--- src/rtl/a2d_spi_resp.sv ---
// SPI responder model of the 8-channel 12-bit IR-sensor A2D converter.
// Optional protocol checking: define A2D_SPI_RESP_PROTO_CHK_EN.
module a2d_spi_resp #(
    parameter logic [2:0] RST_CH = 3'd0
) (
    input  logic        clk,
    input  logic        rst,
    input  logic        SS_n,
    input  logic        SCLK,
    input  logic        MOSI,
    output logic        MISO,
    input  logic [95:0] ch_vals,
    output logic [2:0]  cur_ch,
    output logic        frm_done,
    output logic        proto_err
);

    typedef enum logic [1:0] {
        WAIT_IDLE,
        IDLE,
        SHIFT
    } state_t;

    state_t state, state_n;

    logic ss_s1, ss_s2, ss_d;
    logic sck_s1, sck_s2, sck_d;
    logic mosi_s1, mosi_s2;
    logic [1:0] flush;
    logic [15:0] tx, rx, rx_n;
    logic [4:0] bit_cnt, cnt_n;
    logic [7:0][11:0] ch_arr;

    logic ss_rise, ss_fall, sck_rise, sck_fall;
    logic end_frm;

    assign ch_arr   = ch_vals;
    assign ss_rise  = ss_s2 & ~ss_d;
    assign ss_fall  = ~ss_s2 & ss_d;
    assign sck_rise = sck_s2 & ~sck_d;
    assign sck_fall = ~sck_s2 & sck_d;
    assign end_frm  = (state == SHIFT) && ss_rise;

    always_ff @(posedge clk) begin
        if (rst) begin
            ss_s1   <= 1'b1;
            ss_s2   <= 1'b1;
            ss_d    <= 1'b1;
            sck_s1  <= 1'b1;
            sck_s2  <= 1'b1;
            sck_d   <= 1'b1;
            mosi_s1 <= 1'b0;
            mosi_s2 <= 1'b0;
        end else begin
            ss_s1   <= SS_n;
            ss_s2   <= ss_s1;
            ss_d    <= ss_s2;
            sck_s1  <= SCLK;
            sck_s2  <= sck_s1;
            sck_d   <= sck_s2;
            mosi_s1 <= MOSI;
            mosi_s2 <= mosi_s1;
        end
    end

    always_ff @(posedge clk) begin
        if (rst) state <= WAIT_IDLE;
        else     state <= state_n;
    end

    // Synchronizers reset to idle-high, so WAIT_IDLE lets the real pin
    // level flush through before trusting SS_n; otherwise a low SS_n
    // held across reset would look like a fresh frame start.
    always_comb begin
        state_n = state;
        unique case (state)
            WAIT_IDLE: if (flush == 2'd3 && ss_s2) state_n = IDLE;
            IDLE:      if (ss_fall) state_n = SHIFT;
            SHIFT:     if (ss_rise) state_n = IDLE;
            default:   state_n = WAIT_IDLE;
        endcase
    end

    always_comb begin
        MISO = 1'b0;
        if (state == SHIFT) MISO = tx[15];
    end

    // A rise coincident with SS_n rise is folded in before the frame check.
    always_comb begin
        rx_n  = rx;
        cnt_n = bit_cnt;
        if (state == SHIFT && sck_rise) begin
            if (bit_cnt < 5'd16) rx_n = {rx[14:0], mosi_s2};
            if (bit_cnt < 5'd17) cnt_n = bit_cnt + 5'd1;
        end
    end

    always_ff @(posedge clk) begin
        if (rst) begin
            flush    <= 2'd0;
            tx       <= 16'h0;
            rx       <= 16'h0;
            bit_cnt  <= 5'd0;
            cur_ch   <= RST_CH;
            frm_done <= 1'b0;
        end else begin
            frm_done <= 1'b0;
            if (state == WAIT_IDLE && flush != 2'd3)
                flush <= flush + 2'd1;
            if (state == IDLE && ss_fall) begin
                tx      <= {4'h0, ch_arr[cur_ch]};
                rx      <= 16'h0;
                bit_cnt <= 5'd0;
            end
            if (state == SHIFT) begin
                rx      <= rx_n;
                bit_cnt <= cnt_n;
                if (sck_fall && bit_cnt != 5'd0)
                    tx <= {tx[14:0], 1'b0};
                if (end_frm && cnt_n >= 5'd16) begin
                    cur_ch   <= rx_n[13:11];
                    frm_done <= 1'b1;
                end
            end
        end
    end

`ifdef A2D_SPI_RESP_PROTO_CHK_EN
    logic err_q;

    always_ff @(posedge clk) begin
        if (rst) begin
            err_q <= 1'b0;
        end else begin
            err_q <= end_frm && cnt_n != 5'd0 &&
                     (cnt_n < 5'd16 || cnt_n == 5'd17);
        end
    end

    assign proto_err = err_q;
`else
    assign proto_err = 1'b0;
`endif

endmodule

--- config.mk ---
export PLATFORM = sky130hd
export DESIGN_NAME = a2d_spi_resp
export DESIGN_NICKNAME = d
export VERILOG_FILES = /design/src/rtl/a2d_spi_resp.sv
export SDC_FILE = /design/constraint.sdc
export NUM_CORES = 1
export LEC_CHECK = 0
export ABC_AREA = 1
export ABC_CLOCK_PERIOD_IN_PS = 1310
export CAP_MARGIN = 25
export CELL_PAD_IN_SITES_DETAIL_PLACEMENT = 2
export CELL_PAD_IN_SITES_GLOBAL_PLACEMENT = 2
export CORE_MARGIN = 8
export CORE_UTILIZATION = 22
export CTS_BUF_LIST = sky130_fd_sc_hd__clkbuf_4
export CTS_CLUSTER_DIAMETER = 150
export CTS_CLUSTER_SIZE = 20
export DETAILED_ROUTE_END_ITERATION = 12
export HOLD_SLACK_MARGIN = 0.02
export PLACE_DENSITY_LB_ADDON = 0.1
export SETUP_SLACK_MARGIN = 0.3
export SLEW_MARGIN = 20
export SYNTH_ARGS = -nofsm -noshare
export SYNTH_HDL_FRONTEND = slang
export SYNTH_SLANG_ARGS = --single-unit
--- constraint.sdc ---
create_clock -name clk -period 1.31 [get_ports clk]
set_input_delay 0.131 -clock clk [delete_from_list [all_inputs] [get_ports clk]]
set_output_delay 0.131 -clock clk [all_outputs]
set_load 0.1 [all_outputs]
**Yosys cells after proc, flatten, opt, wreduce, memory -nomap -nowiden**

Index checks and enable logic that the tools add are counted.

- Input port bits: 101
- Register bits after elaboration: 51
- Output and inout port bits: 6
- Word-level logic and storage cells: 73

- Equality and inequality tests: 9
- Mux-type cells: 19
- $lt $le $gt $ge: 4
- Add/subtract/negate cells: 2
- Reductions and logical operators: 14
- Bitwise logic cells: 9

Operators by type and width:

| kind | count |
|---|---|
| two-way mux 14 bit | 4 |
| two-way mux 16 bit | 3 |
| binary-select mux 12 bit (select 3 bit) | 1 |
| two-way mux 5 bit | 4 |
| two-way mux 12 bit | 1 |
| less-than comparator 5 bit, second input constant | 2 |
| != test 2 bit, second input constant | 4 |
| logical AND 1 bit | 7 |
| two-way mux 2 bit | 3 |
| one-hot mux 2 bit (3 select lines) | 1 |
| AND reduction 3 bit | 2 |
| adder 5 x 1 -> 5 bit, second input constant | 1 |
| >= comparator 5 bit, second input constant | 1 |
| NOT 1 bit | 5 |
| nonzero test 5 bit | 1 |
| bitwise AND 1 bit | 4 |
| == test 2 bit, second input constant | 2 |
| less-than comparator 3 x 4 -> 1 bit, second input constant | 1 |
| != test 2 x 1 -> 1 bit, second input constant | 2 |
| adder 2 x 1 -> 2 bit, second input constant | 1 |
| == test 2 x 1 -> 1 bit, second input constant | 1 |
| zero test 2 bit | 1 |
| two-way mux 1 bit | 2 |
| AND reduction 2 bit | 1 |
| 2 further kinds | 2 |

**Longest topological paths before layout**

- Depth after elaboration: 7
- Depth in mapped cells: 10
- Mapped depth without buffers: 9

**Least setup slack after synthesis**

OpenSTA, ideal clock, no wires.

- Path kind: reg-to-reg
- Start point: reg cur_ch[0]
- End point: reg tx[10]
- Buffers on the path: 3
- Setup slack: -652 ps
- Library setup time: 118 ps
- Period minus slack after synthesis: 1,962 ps
- Arrival time: 1,844 ps
- Data required time: 1,192 ps
- Stages on the path, launching flop included: 9
- Cells stage by stage: dfxtp_1 buf_2 buf_6 buf_2 nand2_1 nand3_1 nand3_1 nand3_1 a21oi_2

- Cells in the longest elaborated chain, start to end: 5

RTL lines:

| element | line | text |
|---|---|---|
| start: declaration | 13 | `output logic [2:0] cur_ch,` |
| start signal: assignment | 122 | `cur_ch <= rx_n[13:11];` |
| binary-select mux 12 bit (select 3 bit) * | 112 | `tx <= {4'h0, ch_arr[cur_ch]};` |
| two-way mux 12 bit (not written as such) * | 112 |  |
| two-way mux 16 bit * | 111 | `if (state == IDLE && ss_fall) begin` |
| two-way mux 16 bit | 119 | `if (sck_fall && bit_cnt != 5'd0)` |
| two-way mux 16 bit * | 116 | `if (state == SHIFT) begin` |
| end signal: assignment | 112 |  |
| end signal: assignment | 120 | `tx <= {tx[14:0], 1'b0};` |
| end: declaration | 30 | `logic [15:0] tx, rx, rx_n;` |

Every way passes the cells marked *; elsewhere a longest branch is shown, timed or not. The select of a mux whose other input is x is not followed.
A chain may end at the register's enable or synchronous reset.

**Worst setup path after layout**

- Start point: reg state[0]
- End point: out MISO

- Cells in the longest elaborated chain, start to end: 2

RTL lines:

| element | line | text |
|---|---|---|
| start: declaration | 24 | `state_t state, state_n;` |
| start signal: assignment | 68 | `else state <= state_n;` |
| == test 2 bit | 86 | `if (state == SHIFT) MISO = tx[15];` |
| two-way mux 1 bit | 86 |  |
| end: declaration | 11 | `output logic MISO,` |

No other way between the ends.

==> summary.md <==
| Metric | Value |
|---|---|
| Status | `finished, violations left` |
| Failing checks | `setup timing` |
| Clock power frac | `23.4%` |
| Pwr dens | `572 mW/mm2` |
| Internal | `0.00233 W` |
| Initial Util | `22.2%` |
| Hold Crit Start | `MOSI` |
| Post-route cell area | `0.00577 mm2` |
| Sequential share of power | `49.5%` |
| CTS Buffer Depth | `2` |
| CP Buf/Inv Count | `3` |
| Port buffer count | `105` |
| CP Launch Type | `register` |
| Setup violations, final | `39` |
| DRC | `0` |
| Util after Layout | `36.7%` |
| Die Ht | `142 um` |
| Hold EP | `mosi_s1` |
| Drt initial violations | `71` |
| DR pass1 iterations | `4` |
| Initial antenna violation count | `0` |
| Maximum fanout along the worst path | `2` |
| Largest net degree at the start of global routing | `31` |
| # IOs | `107` |
| WL/cell | `16.4 um` |
| Synth area leaders | `dfxtp_1 29%, nand2_1 23%, nand3_1 13%, inv_1 10%, a21oi_1 4.4%` |
| Diode count | `0` |
| Post-synthesis sequential area ratio | `29.2%` |
| Nets@finish | `828` |
| Die ar. | `0.0202 mm2` |
| Worst r2r dst | `rx[5]` |
| Async set or reset register ratio after synthesis | `0%` |
| CP max stage delay | `0.37 ns` |
| Fin. Hold Viols | `0` |
| H-tree levels | `2` |
| Setup TNS | `-2.49 ns` |
| Switching share of power | `29.4%` |
| FILL cells | `1835` |
| Synth Flop Type | `dfxtp_1` |
| CTS Buf Count | `5` |
| Combinational share of power | `27.1%` |
| Core area | `0.0157 mm2` |
| Total Power Consumption | `0.00330 W` |
| Kind of critical path | `register to output pin` |
| Max-slew violations | `0` |
| Share of cells above drive strength 1 | `24.3%` |
| Post-synth EDFFs | `0` |
| RSZ-0062 raised after global routing | `true` |
| Vias | `4101` |
| CTS tree | `built` |
| Tcrit/Tclk final | `108%` |
| GRT overflow | `0` |
| Fmax | `707 MHz` |
| Avg Inst Size Synth | `5.93 um2` |
| Synth cell count leaders | `214 x nand2_1, 94 x inv_1, 90 x nand3_1` |
| Worst EP arrival | `1.28 ns` |
| Die X | `142 um` |
| Netlist cell types | `32` |
| Hold depth | `3` |
| Post-synthesis register bit count | `51` |
| R2R Path Start | `state[0]` |
| CP cell instances | `inv_2 > nand2_4 > buf_6 > nor2_4 > buf_12` |
| Top-area cell type share of the netlist area | `29.2%` |
| Worst-Skew Late Latency | `0.39 ns` |
| Max_cap viols | `0` |
| Worst path slowest cell | `dfxtp_2` |
| Post-CTS Hold Buffers | `0` |
| Worst hold slack | `0.251 ns` |
| Final GP Congestion | `0.740` |
| Std cell rows | `46` |
| Detail Route Antenna Nets | `0` |
| Vias in the first global route | `4567` |
| Area growth from synthesis to layout | `65.3%` |
| Via density | `4.36` |
| Clk pin slew, worst setup/hold paths | `0.16 ns` |
| Min cycle time layout | `1.41 ns` |
| CTS Sinks | `51` |
| Worst R2R Path Depth | `10` |
| Cell count after synthesis | `589` |
| Setup crit end kind | `output pin` |
| Post-Syn Area | `0.00349 mm2` |
| Final worst slack | `-0.104 ns` |
| Maximum vdd drop | `0.000389 V` |
| WL final | `15.4 mm` |
| Most frequent cell after synthesis | `nand2_1` |
| Syn_nets | `693` |
| Setup slack, reg-to-reg | `-0.10 ns` |
| CP delay by family, top | `flip-flops` |
| Leak | `2.54 nW` |
| NetSw | `0.000969 W` |
| Root Buffer | `clkbuf_4` |
| Hold crit path type | `primary input to register` |
| CP required | `1.18 ns` |
| Area after DPL | `0.00509 mm2` |
| Synth Warn # | `0` |
| Gr usage total | `15.2%` |
| Post-synth top area cell | `dfxtp_1` |
| Clock Skews | `0.00522 ns` |
| First-pass GRT wire length | `24.2 mm` |
| Detailed placer's ending HPWL | `11.6 mm` |
[worst register-to-register path: stages (launching register included)]
cell and delay (ns):
dfxtp_2 0.37, buf_4 0.13, buf_6 0.11, nand2_4 0.05
inv_4 0.04, nand3_4 0.13, inv_8 0.07, nor2_4 0.12
buf_12 0.13, nand2_1 0.05, a21oi_1 0.14
[power groups by stage]
stage / Sequential [W] / Combinational (W) / Clock (W)
2_1_floorplan: 0.00165 / 0.000301 / 0
3_3_place_gp: 0.00166 / 0.000693 / 0
3_5_place_dp: 0.00166 / 0.000723 / 0
4_1_cts: 0.00163 / 0.000844 / 0.000820
5_1_grt: 0.00164 / 0.000979 / 0.000890
6_report: 0.00163 / 0.000894 / 0.000773
[area by class of cell]
cell class              instances  area (um2)  share of cell area (%)
clock buffers                   5        37.5                   0.650
clock inverters                 3        18.8                   0.325
inverters                     110         435                    7.55
multi-input cells             396        2140                    37.1
flip-flops and latches         51        1040                    18.0
well taps                     216         270                    4.68
repair buffers                160        1830                    31.7
[logic make-up (layout without fill, tap and decap cells)]
kind of cell,Yosys count,after routing,synth area share (%)
adders and majority gates,3,3,1.08
AOI/OAI and AO/OA,58,58,9.18
xor gates and xnor gates,1,1,0.251
other,1,1,0.107
DFF,51,51,29.2
buffers and inverters,142,278,18.3
and+or+nand+nor,333,333,41.8
[cell usage in the layout (no fill, tap or decap), drive strengths merged]
| cell | count |
|---|---|
| conb | 1 |
| clkbuf | 6 |
| nor2 | 17 |
| xor2 | 1 |
| nand3 | 91 |
| dfxtp | 51 |
| inv | 111 |
| or2 | 4 |
| buf | 57 |
| nor3 | 2 |
| bufbuf | 2 |
| o21ai | 22 |
| clkinv | 2 |
| nand2 | 217 |
| clkdlybuf4s50 | 100 |
| and2 | 1 |
| ha | 3 |
| nand3b | 1 |
| a21oi | 36 |
[registers in the layout (all words and copies together) (netlist names)]
register and cells:
sck_d 1, ss_d 1, mosi_s2 1, bit_cnt 5, state 2, ss_s2 1
ss_s1 1, sck_s1 1, frm_done 1, rx 14, mosi_s1 1, tx 16
cur_ch 3, flush 2, sck_s2 1
[through the flow]
| step | worst slack [ns] | cells |
|---|---|---|
| 6_report | -0.104 | 941 |
| 5_1_grt | -0.189 | 941 |
| 4_1_cts | -0.164 | 935 |
| 3_5_place_dp | 0.0116 | 909 |
| 3_3_place_gp | 0.0162 | 909 |
| 2_1_floorplan | -0.0673 | 589 |
[worst max path at each step]
stage / startpoint / to / slack [ns] / cells past startpoint
2_1_floorplan: cur_ch[0] / tx[10] / -0.07 / 9
3_3_place_gp: cur_ch[0] / tx[6] / 0.02 / 7
3_5_place_dp: state[0] / rx[9] / 0.01 / 8
4_1_cts: state[0] / MISO / -0.16 / 5
5_1_grt: state[0] / MISO / -0.19 / 5
6_report: state[0] / MISO / -0.10 / 5
[metal layers]
metal	share of wire (%)	up-vias	track usage [%]
li1	-	2063	-
met1	43	1973	17.1
met2	53	59	29.6
met3	2.9	6	2.31
met4	0.59	0	2.20
met5	0	-	0
[timing repair]
action | in CTS | in global routing
pin swaps | 16 | 20
gates resized for setup | 36 | 44
setup buffers | 14 | 5
endpoints found under the setup margin | 47 | 48
gates cloned | 4 | 1
(Power assumes the default switching activity.)
